--- config.mk ---
export PLATFORM = sky130hd
export DESIGN_NAME = alu_control_seq
export DESIGN_NICKNAME = d
export VERILOG_FILES = /design/src/rtl/alu_control_seq.sv
export SDC_FILE = /design/constraint.sdc
export NUM_CORES = 1
export LEC_CHECK = 0
export BUFFER_PORTS_ARGS = -buffer_cell sky130_fd_sc_hd__buf_2
export CAP_MARGIN = 40
export CORE_ASPECT_RATIO = 0.8
export CORE_MARGIN = 5
export CORE_UTILIZATION = 34
export DETAILED_ROUTE_END_ITERATION = 16
export GPL_ROUTABILITY_DRIVEN = 0
export PLACE_DENSITY_LB_ADDON = 0.2
export SKIP_LAST_GASP = 1
export SYNTH_ARGS = -nofsm -noshare
export SYNTH_HDL_FRONTEND = slang
export SYNTH_SLANG_ARGS = --single-unit
--- constraint.sdc ---
create_clock -name clk -period 1.7 [get_ports clk]
set_clock_uncertainty 0.15 [all_clocks]
set_input_delay 0.17 -clock clk [delete_from_list [all_inputs] [get_ports clk]]
set_output_delay 0.17 -clock clk [all_outputs]
set_load 0.05 [all_outputs]
--- src/rtl/alu_control_seq.sv ---
// alu_control_seq
//   Registered ALU control unit for the MIPS datapath. Decodes
//   {alu_op_i, alu_function_i} into an ALU operation code one cycle after
//   issue. When ALU_CONTROL_MULDIV_EN is defined it also decodes MULT/DIV and
//   sequences them with a counter-driven busy/stall handshake. Without the
//   macro, MULT/DIV decode as illegal and the busy/start/done outputs are 0.
//
// Ports:
//   clk               rising-edge clock
//   reset             synchronous, active-low reset
//   valid_i           instruction fields valid this cycle
//   alu_op_i          op class from main control (all ones = R-type)
//   alu_function_i    R-type funct field
//   flush_i           discard pending/in-flight operation
//   alu_operation_o   registered ALU operation code (holds between accepts)
//   valid_o           one-cycle pulse per accepted instruction
//   jump_register_o   JR decoded, qualified by valid_o
//   return_address_o  JAL decoded, qualified by valid_o
//   illegal_o         unknown selector, qualified by valid_o
//   busy_o            stall upstream; valid_i ignored while high
//   muldiv_start_o    pulse: start mul/div unit
//   muldiv_done_o     pulse: last busy cycle
module alu_control_seq #(
  parameter int ALU_OP_WIDTH    = 4,
  parameter int OPERATION_WIDTH = 5,
  parameter int MULT_CYCLES     = 4,
  parameter int DIV_CYCLES      = 32
) (
  input  logic                       clk,
  input  logic                       reset,
  input  logic                       valid_i,
  input  logic [ALU_OP_WIDTH-1:0]    alu_op_i,
  input  logic [5:0]                 alu_function_i,
  input  logic                       flush_i,
  output logic [OPERATION_WIDTH-1:0] alu_operation_o,
  output logic                       valid_o,
  output logic                       jump_register_o,
  output logic                       return_address_o,
  output logic                       illegal_o,
  output logic                       busy_o,
  output logic                       muldiv_start_o,
  output logic                       muldiv_done_o
);

  if (OPERATION_WIDTH < 5 || MULT_CYCLES < 1 || DIV_CYCLES < 1) begin : g_param_check
    $error("alu_control_seq: illegal parameter values");
  end

  localparam logic [ALU_OP_WIDTH-1:0] OP_ADDI  = ALU_OP_WIDTH'(4'b0000);
  localparam logic [ALU_OP_WIDTH-1:0] OP_ORI   = ALU_OP_WIDTH'(4'b0001);
  localparam logic [ALU_OP_WIDTH-1:0] OP_LUI   = ALU_OP_WIDTH'(4'b0010);
  localparam logic [ALU_OP_WIDTH-1:0] OP_ANDI  = ALU_OP_WIDTH'(4'b0011);
  localparam logic [ALU_OP_WIDTH-1:0] OP_LW    = ALU_OP_WIDTH'(4'b0100);
  localparam logic [ALU_OP_WIDTH-1:0] OP_SW    = ALU_OP_WIDTH'(4'b0101);
  localparam logic [ALU_OP_WIDTH-1:0] OP_BEQ   = ALU_OP_WIDTH'(4'b0110);
  localparam logic [ALU_OP_WIDTH-1:0] OP_BNE   = ALU_OP_WIDTH'(4'b0111);
  localparam logic [ALU_OP_WIDTH-1:0] OP_J     = ALU_OP_WIDTH'(4'b1000);
  localparam logic [ALU_OP_WIDTH-1:0] OP_JAL   = ALU_OP_WIDTH'(4'b1001);
  localparam logic [ALU_OP_WIDTH-1:0] OP_RTYPE = ALU_OP_WIDTH'(4'b1111);

  localparam logic [4:0] CODE_ILLEGAL = 5'b11111;

  logic [4:0] dec_code;
  logic       dec_illegal;
  logic       dec_jr;
  logic       dec_ra;
  logic       accept;

`ifdef ALU_CONTROL_MULDIV_EN
  logic       dec_muldiv;
  logic       dec_is_div;
`endif

  assign accept = valid_i && !busy_o && !flush_i;

  always_comb begin
    dec_code = CODE_ILLEGAL;
    dec_jr   = 1'b0;
    dec_ra   = 1'b0;
`ifdef ALU_CONTROL_MULDIV_EN
    dec_muldiv = 1'b0;
    dec_is_div = 1'b0;
`endif
    if (alu_op_i == OP_RTYPE) begin
      case (alu_function_i)
        6'b100000: dec_code = 5'b00000; // ADD
        6'b100010: dec_code = 5'b00001; // SUB
        6'b100101: dec_code = 5'b00010; // OR
        6'b000010: dec_code = 5'b00100; // SRL
        6'b000000: dec_code = 5'b00101; // SLL
        6'b100111: dec_code = 5'b01100; // NOR
        6'b100100: dec_code = 5'b01101; // AND
        6'b001000: begin                // JR
          dec_code = 5'b10000;
          dec_jr   = 1'b1;
        end
`ifdef ALU_CONTROL_MULDIV_EN
        6'b011000: begin                // MULT
          dec_code   = 5'b10001;
          dec_muldiv = 1'b1;
        end
        6'b011010: begin                // DIV
          dec_code   = 5'b10010;
          dec_muldiv = 1'b1;
          dec_is_div = 1'b1;
        end
`endif
        default: dec_code = CODE_ILLEGAL;
      endcase
    end else begin
      case (alu_op_i)
        OP_ADDI: dec_code = 5'b00000;
        OP_ORI:  dec_code = 5'b00011;
        OP_LUI:  dec_code = 5'b00110;
        OP_ANDI: dec_code = 5'b00111;
        OP_LW:   dec_code = 5'b01000;
        OP_SW:   dec_code = 5'b01001;
        OP_BEQ:  dec_code = 5'b01010;
        OP_BNE:  dec_code = 5'b01011;
        OP_J:    dec_code = 5'b01110;
        OP_JAL: begin
          dec_code = 5'b01111;
          dec_ra   = 1'b1;
        end
        default: dec_code = CODE_ILLEGAL;
      endcase
    end
  end

  // No legal operation uses 11111, so the code itself identifies illegal.
  assign dec_illegal = (dec_code == CODE_ILLEGAL);

  always_ff @(posedge clk) begin
    if (!reset) begin
      alu_operation_o  <= '1;
      valid_o          <= 1'b0;
      jump_register_o  <= 1'b0;
      return_address_o <= 1'b0;
      illegal_o        <= 1'b0;
    end else begin
      valid_o          <= accept;
      jump_register_o  <= accept && dec_jr;
      return_address_o <= accept && dec_ra;
      illegal_o        <= accept && dec_illegal;
      if (accept) begin
        // Legal codes are zero-extended; the illegal code stays all ones.
        alu_operation_o <= dec_illegal ? '1 : OPERATION_WIDTH'(dec_code);
      end
    end
  end

`ifdef ALU_CONTROL_MULDIV_EN
  localparam int MAX_CYCLES = (MULT_CYCLES > DIV_CYCLES) ? MULT_CYCLES : DIV_CYCLES;
  localparam int CNT_W      = ($clog2(MAX_CYCLES) < 1) ? 1 : $clog2(MAX_CYCLES);
  localparam logic [CNT_W-1:0] MULT_LOAD = CNT_W'(MULT_CYCLES - 1);
  localparam logic [CNT_W-1:0] DIV_LOAD  = CNT_W'(DIV_CYCLES - 1);

  typedef enum logic {IDLE, BUSY} state_t;

  state_t           state_q, state_d;
  logic [CNT_W-1:0] count_q, count_d;

  always_ff @(posedge clk) begin
    if (!reset) begin
      state_q        <= IDLE;
      count_q        <= '0;
      muldiv_start_o <= 1'b0;
    end else begin
      state_q        <= state_d;
      count_q        <= count_d;
      muldiv_start_o <= accept && dec_muldiv;
    end
  end

  always_comb begin
    state_d = state_q;
    count_d = count_q;
    case (state_q)
      IDLE: begin
        if (accept && dec_muldiv) begin
          state_d = BUSY;
          count_d = dec_is_div ? DIV_LOAD : MULT_LOAD;
        end
      end
      BUSY: begin
        if (flush_i || count_q == '0) begin
          state_d = IDLE;
        end else begin
          count_d = count_q - CNT_W'(1);
        end
      end
      default: state_d = IDLE;
    endcase
  end

  assign busy_o        = (state_q == BUSY);
  // Done depends only on the counter, so a same-cycle flush still shows it.
  assign muldiv_done_o = busy_o && (count_q == '0);
`else
  assign busy_o         = 1'b0;
  assign muldiv_start_o = 1'b0;
  assign muldiv_done_o  = 1'b0;
`endif

endmodule

==> results of run 1 <==
[area by class of cell]
class                      count  area share, %
sequential                     9           24.7
timing repair buffer          24           17.8
clock buffer                   4           3.60
inverter                       2           1.03
multi-input combinational     51           49.1
tap                           22           3.77
[worst min path at each step]
stage	cells past startpoint	slack, ns	start	end
final	4	0.07	flush_i	alu_operation_o[0]$_SDFFE_PN1P_
after global routing	4	0.07	flush_i	alu_operation_o[0]$_SDFFE_PN1P_
after CTS	4	0.07	flush_i	alu_operation_o[0]$_SDFFE_PN1P_
after detailed placement	2	0.25	alu_op_i[2]	return_address_o$_SDFF_PN0_
after global placement	2	0.25	alu_op_i[2]	return_address_o$_SDFF_PN0_
after floorplan	1	0.1	alu_op_i[2]	return_address_o$_SDFF_PN0_
[power by group through the flow]
| stage | sequential [mW] | clock (mW) | combinational, mW |
|---|---|---|---|
| 2_1_floorplan | 0.262 | 0 | 0.0813 |
| 3_3_place_gp | 0.229 | 0 | 0.143 |
| 3_5_place_dp | 0.229 | 0 | 0.144 |
| 4_1_cts | 0.225 | 0.166 | 0.146 |
| 5_1_grt | 0.226 | 0.182 | 0.160 |
| 6_report | 0.224 | 0.160 | 0.148 |
[layer usage]
| layer | wire length [µm] | vias up | track usage, % |
|---|---|---|---|
| li1 | - | 293 | - |
| met1 | 670 | 258 | 13.6 |
| met2 | 588 | 18 | 16.3 |
| met3 | 104 | 0 | 6.32 |
| met4 | 0 | 0 | 1.42 |
| met5 | 0 | - | 0 |
[cell families (layout without fill, tap and decap cells)]
family | Yosys count | after routing | share of synthesized area, %
multiplexers | 1 | 1 | 1.71
AO/OA/AOI/OAI | 16 | 16 | 20.9
AND/OR/NAND/NOR | 29 | 29 | 32.3
other | 1 | 3 | 0.640
buffers and inverters | 10 | 30 | 10.7
XOR/XNOR | 2 | 2 | 2.99
flip-flops | 9 | 9 | 30.8
[cells in the mapped netlist]
cell       number  share of area, %
nand4bb_1       1               1.9
a21oi_1         2               1.7
nor3_1          4               3.4
o21ai_1         1              0.85
mux2i_1         1               1.7
buf_2           2               1.7
clkbuf_1        1              0.64
o211ai_2        1               2.1
buf_4           4               5.1
and4b_1         1               1.7
o31ai_1         1               1.3
a221o_1         1               1.7
nand2_1         5               3.2
nor4_4          1               3.6
o21ai_0         1              0.85
nand4_1         1               1.1
nor2b_1         1               1.1
nand2b_1        2               2.1
nor4bb_1        1               1.7
o22ai_1         1               1.1
nor4_1          1               1.1
a211o_1         4               6.0
xnor2_1         1               1.5
a31oi_1         1               1.1
nand3_1         3               2.6
conb_1          1              0.64
and2_4          1               1.5
dfxtp_1         9                31
nor2_1          4               2.6
and4_1          1               1.5
buf_6           1               1.9
nor4b_1         1               1.5
xor2_1          1               1.5
inv_1           2               1.3
a211oi_1        1               1.3
a311oi_1        2               3.0
nor3_2          1               1.7
[cells in the final DEF, fill, tap and decap left out, types with 2 or more instances in the layout]
cell	count
buf_2	22
dfxtp_1	9
nand2_1	5
nor2_1	4
nor3_1	4
a211o_1	4
nand3_1	3
conb_1	3
clkbuf_4	3
inv_1	2
a311oi_1	2
a21oi_1	2
dlygate4sd3_1	2
[registers in the layout, summed over array words and instances (netlist names)]
name / cells
alu_operation_o: 5
illegal_o: 1
jump_register_o: 1
return_address_o: 1
valid_o: 1
[repair_timing]
action	in CTS	in global routing
setup endpoints to repair	0	2
resized for setup	0	2
hold buffers	2	0
endpoints found under the hold margin	1	0
[through the flow]
step | util (%) | std cells
floorplan | - | 70
finish | 44.9 | 112
CTS | 44.4 | 112
global placement | 41.5 | 106
global route | 44.9 | 112
detailed placement | 41.5 | 106
==> metrics.cfg, run 1 <==
[run_status]
run_status=completed

[routing]
drt-initial-drc-count=10
vias=569
wl_per_cell_um=12.2
drc=0
drt_wl_total_mm=1.36
viasPerCell=5.08
first_pass_iters=4
ant_nets=0

[critical_path]
max_stage_delay_ns=0.53
crit_family=buffers and inverters
critPathBufInv=2
crit_path_end=alu_operation_o[4]$_SDFFE_PN1P_
r2r_end=alu_operation_o[4]$_SDFFE_PN1P_
ff2ff_setup_slack_ns=0.84
path_max_fanout=5
path_class=in -> reg
r2r_cells=1
startpoint=alu_op_i[2]
arrival_ns=1.60
worstPathRequired_ns=1.69
crit_cells=6
cp-start-kind=primary input
slowest_stage=dlygate4sd3_1
critPathCaptureType=register
timing.rr.start=alu_operation_o[4]$_SDFFE_PN1P_
path_cells=dlygate4sd3_1 > buf_2 > nand2_1 > nor3_4 > nand3_1 > a221o_1

[power]
leakage_nw=0.312
p_seq_share_pct=42.1
clock_power_share_pct=30.1
p_total_uw=533
p_int_uw=355
power.switching_uw=177
p_comb_share_pct=27.8
vdd.ir_drop.worst_mv=0.568
power_density_nw_per_um2=729
switching_share_pct=33.2

[sta]
rsz0062_at_grt=false
fmax_ghz=0.621
holdWs_ns=0.0711
drv_slew=0
setup_tns_ns=0
setup_ws_ns=0.0888
hold_viol=0
period_minus_slack_ns=1.61
setup_violations=0
timing.final.crit_share_pct=94.8

[floorplan]
die_x_um=56.4
fp-row-count=13
die_h_um=47.1
io_pins=26
fp.coreArea_um2=1630
initial_core_util_pct=36.0
die-area_um2=2660

[logic_synthesis]
syn_area_per_cell_um2=8.61
syn_area_um2=586
yosys.cell_types.count=37
synth_cells=68
ys_seq_elements=9
ys_warn_count=0
ys_seq_area_share_pct=30.8

[clock_tree]
cts_buffers=3
path_clk_slew_ns=0.06
clock_latency_ns=0.26
cts_buffer_depth=2
cts_tree=done
cts.sinks=9
root_buffer=clkbuf_4
post_cts_buffers=0
cts_max_level=1

[layout]
fillers=174
multiInputGateArea_um2=359
register_area_um2=180
layout.nets=105
postLayoutCellArea_um2=731
diodes=0
drive_gt1_share_pct=33.3
area_delta_synth_final_pct=24.8

[place]
preCtsSetupSlack_ns=0.202
dpl_cell_area_um2=676
io_buffers=22
dp_hpwl_mm=1.05

[global_route]
grt_start_max_net_pins=12
grt_pass1_wl_mm=2.11
antenna_found_initial=0
track_usage_pct=10.7
grt_overflow_total=0
grt_pass1_vias=481

[flow_run]
drv_cap=0

[min_path]
hp-class=in -> reg

Note: power is estimated with default switching activity, not from simulation.
==> run 2: changes to the inputs <==
--- a/config.mk
+++ b/config.mk
@@ -9,7 +9,7 @@
 export CAP_MARGIN = 40
 export CORE_ASPECT_RATIO = 0.8
 export CORE_MARGIN = 5
-export CORE_UTILIZATION = 34
+export CORE_UTILIZATION = 30
 export DETAILED_ROUTE_END_ITERATION = 16
 export GPL_ROUTABILITY_DRIVEN = 0
 export PLACE_DENSITY_LB_ADDON = 0.2
==> metrics.cfg, run 2 (synthesized netlist as in run 1, its figures left out) <==
[clock_tree]
cts_max_level=1
cts_tree=done
root_buffer=clkbuf_4
clock_latency_ns=0.26
path_clk_slew_ns=0.06
cts.sinks=9
cts_buffers=3
cts_buffer_depth=2

[floorplan]
fp-row-count=14
io_pins=26
die-area_um2=2940
fp.coreArea_um2=1870
die_x_um=59.4
initial_core_util_pct=31.2
die_h_um=49.5

[min_path]
worstHoldPathCells=3
hp-class=in -> reg

[sta]
timing.final.crit_share_pct=93.7
rsz0062_at_grt=true
setup_ws_ns=0.107
fmax_ghz=0.628
hold_viol=0
period_minus_slack_ns=1.59
drv_slew=0
setup_violations=0

[critical_path]
slowest_stage=dlygate4sd3_1
path_class=in -> reg
r2r_cells=1
path_cells=dlygate4sd3_1 > buf_2 > nand2_1 > nor3_4 > nand3_1 > a221o_1
path_max_fanout=5
critPathBufInv=2
max_stage_delay_ns=0.52
arrival_ns=1.59
crit_family=buffers and inverters
critPathCaptureType=register
worstPathRequired_ns=1.69
crit_cells=6
cp-start-kind=primary input

[routing]
ant_nets=0
wl_per_cell_um=12.3
first_pass_iters=4
drc=0
drt-initial-drc-count=10
vias=578
viasPerCell=5.07
drt_wl_total_mm=1.40

[global_route]
antenna_found_initial=0
grt_overflow_total=0
track_usage_pct=9.94
grt_pass1_vias=517
grt_start_max_net_pins=12
grt_pass1_wl_mm=2.23

[layout]
layout.nets=105
final_cell_mix=buf_2, dfxtp_1, nand2_1
drive_gt1_share_pct=33.3
finalNonFillerCells=114
post-route-util_pct=39.1
diodes=0
top_register=alu_operation_o
layout_commonest_cell=buf_2
area_delta_synth_final_pct=25.2
largest_reg_flops=5

[place]
post-place-cells=108
io_buffers=22
dp_hpwl_mm=1.10
preCtsSetupSlack_ns=0.186

[power]
p_total_uw=534
power_density_nw_per_um2=728
leakage_nw=0.312
vdd.ir_drop.worst_mv=0.389

[flow_run]
drv_cap=0

[run_status]
run_status=completed

==> run 2: cell counts in the layout (fill, tap and decap cells not counted) <==
No cell type changed its count.
==> run 2: path summary, 6_finish.rpt <==
| path | startpoint | slack [ns] | end |
|---|---|---|---|
| min | alu_op_i[0] | 0.08 | jump_register_o$_SDFF_PN0_ |
| min reg2reg | alu_operation_o[2]$_SDFFE_PN1P_ | 0.31 | alu_operation_o[2]$_SDFFE_PN1P_ |
| max | alu_op_i[2] | 0.11 | alu_operation_o[4]$_SDFFE_PN1P_ |
| max reg2reg | alu_operation_o[4]$_SDFFE_PN1P_ | 0.83 | alu_operation_o[4]$_SDFFE_PN1P_ |
==> run 2: stage by stage <==
step	cell area [µm²]	hold slack (ns)	TNS, ns
5_1_grt	733	0.0876	-0.0160
3_3_place_gp	678	0.249	0
6_report	733	0.0751	0
3_5_place_dp	678	0.254	0
2_1_floorplan	593	0.0968	0
4_1_cts	724	0.0665	0
==> run 2: what timing repair did <==
action                     4_1_cts  5_1_grt
buffers inserted                 0        0
hold endpoints to repair         1        0
setup endpoints to repair        0        5
hold buffers                     2        0
resized for setup                0        2
==> run 2: tightest hold or removal path, stage by stage <==
cell     delay (ns)
buf_2          0.12
nand3_1        0.09
nor3_1         0.05
==> run 2: final cells by class <==
cell class              instances  area, µm²
fillers                       214       1140
multi-input cells              51        359
flip-flops and latches          9        180
repair buffers                 24        130
well taps                      24       30.0
clock buffers                   4       26.3
inverters                       2       7.51
==> run 2: layer usage <==
layer | routed length, µm | vias to the layer above | track usage [%]
li1 | - | 292 | -
met1 | 650 | 269 | 13.6
met2 | 597 | 17 | 13.5
met3 | 149 | 0 | 6.27
met4 | 0 | 0 | 1.13
met5 | 0 | - | 0
==> run 2: power by group <==
part | leakage [nW] | internal, mW | switching (mW)
registers | 0.0738 | 0.220 | 0.00364
clock network | 0.0150 | 0.0902 | 0.0704
logic | 0.223 | 0.0448 | 0.104
==> run 3: changes to the inputs <==
--- a/config.mk
+++ b/config.mk
@@ -8,7 +8,7 @@
 export BUFFER_PORTS_ARGS = -buffer_cell sky130_fd_sc_hd__buf_2
 export CAP_MARGIN = 40
 export CORE_ASPECT_RATIO = 0.8
-export CORE_MARGIN = 5
+export CORE_MARGIN = 8
 export CORE_UTILIZATION = 30
 export DETAILED_ROUTE_END_ITERATION = 16
 export GPL_ROUTABILITY_DRIVEN = 0
==> metrics.cfg, run 3 (synthesized netlist as in run 1, its figures left out) <==
[place]
post-place-cells=108
dp_hpwl_mm=1.18
io_buffers=22

[sta]
fmax_ghz=0.632
drv_slew=0
setup_violations=0
timing.final.crit_share_pct=93.1
rsz0062_at_grt=false
holdWs_ns=0.00560
setup_tns_ns=0
period_minus_slack_ns=1.58
hold_viol=0

[floorplan]
initial_core_util_pct=31.5
fp.coreArea_um2=1860
fp-row-count=14
die_x_um=65.4
io_pins=26
die-area_um2=3630
die_h_um=55.5

[run_status]
run_status=completed

[clock_tree]
clock_latency_ns=0.25
path_clk_slew_ns=0.05
cts_max_level=1
cts_buffer_depth=2
cts.sinks=9
post_cts_buffers=0
cts_buffers=3
cts_tree=done
root_buffer=clkbuf_4

[min_path]
worstHoldPathCells=2
worstHoldStart=alu_op_i[1]
hp-class=in -> reg

[routing]
first_pass_iters=4
drc=0
drt_wl_total_mm=1.46
viasPerCell=5.04
ant_nets=0
wl_per_cell_um=12.9
vias=569
drt-initial-drc-count=10

[critical_path]
path_max_fanout=5
critPathCaptureType=register
worstPathRequired_ns=1.69
path_cells=dlygate4sd3_1 > buf_2 > nand2_1 > nor3_4 > nand3_1 > a221o_1
slowest_stage=dlygate4sd3_1
path_class=in -> reg
cp-start-kind=primary input
ff2ff_setup_slack_ns=0.83
r2r_cells=1
startpoint=alu_op_i[2]
max_stage_delay_ns=0.53
arrival_ns=1.57
timing.rr.start=alu_operation_o[4]$_SDFFE_PN1P_

[layout]
largest_reg_flops=5
layout_commonest_cell=buf_2
layout.nets=104
finalNonFillerCells=113
diodes=0
area_delta_synth_final_pct=23.1
drive_gt1_share_pct=32.6
final_cell_mix=buf_2, dfxtp_1, nand2_1
top_register=alu_operation_o
post-route-util_pct=38.8

[power]
p_total_uw=532
power_density_nw_per_um2=738
leakage_nw=0.305
vdd.ir_drop.worst_mv=0.589

[global_route]
grt_overflow_total=0
grt_pass1_vias=556
antenna_found_initial=0
track_usage_pct=8.31
grt_start_max_net_pins=12
grt_pass1_wl_mm=2.46

[flow_run]
drv_cap=0

[run 3: cell count changes in the layout (fill, tap and decap cells not counted), sizes merged]
cell         previous run  this run
dlygate4sd3             2         1
[run 3: area by class of cell]
class,instances,area [µm²]
fillers,212,1140
multi-input cells,51,357
flip-flops and latches,9,180
repair buffers,23,120
well taps,24,30.0
clock buffers,4,26.3
inverters,2,7.51
[run 3: through the flow]
step | cell area (µm²) | setup WS (ns)
global route | 721 | 0.0295
floorplan | 593 | 0.347
finish | 721 | 0.117
detailed placement | 678 | 0.230
CTS | 714 | 0.0727
global placement | 678 | 0.212
[run 3: power by group]
group          switching [mW]  internal [mW]
clock                  0.0685         0.0901
combinational           0.104         0.0442
sequential            0.00380          0.220
total                   0.177          0.355
[run 3: per-layer routing]
| layer | up-vias | share of wire (%) | global-route usage (%) |
|---|---|---|---|
| li1 | 294 | - | - |
| met1 | 255 | 48 | 10.3 |
| met2 | 18 | 43 | 11.9 |
| met3 | 2 | 9.5 | 5.43 |
| met4 | 0 | 0.27 | 0.932 |
| met5 | - | 0 | 0 |
[run 3: critical path, delay by kind of cell]
family,cells,cell delay [ns]
AO/OA/AOI/OAI,1,0.32
buffers and inverters,2,0.67
AND/OR/NAND/NOR,3,0.41
[run 3: repair_timing]
| action | 4_1_cts | 5_1_grt |
|---|---|---|
| endpoints found under the hold margin | 1 | 0 |
| hold buffers | 1 | 0 |
| gates resized for setup | 0 | 1 |
| setup endpoints to repair | 0 | 3 |
[run 3: final timing paths]
kind                                      to
max          alu_operation_o[4]$_SDFFE_PN1P_
min              return_address_o$_SDFF_PN0_
max reg2reg  alu_operation_o[4]$_SDFFE_PN1P_
min reg2reg  alu_operation_o[2]$_SDFFE_PN1P_
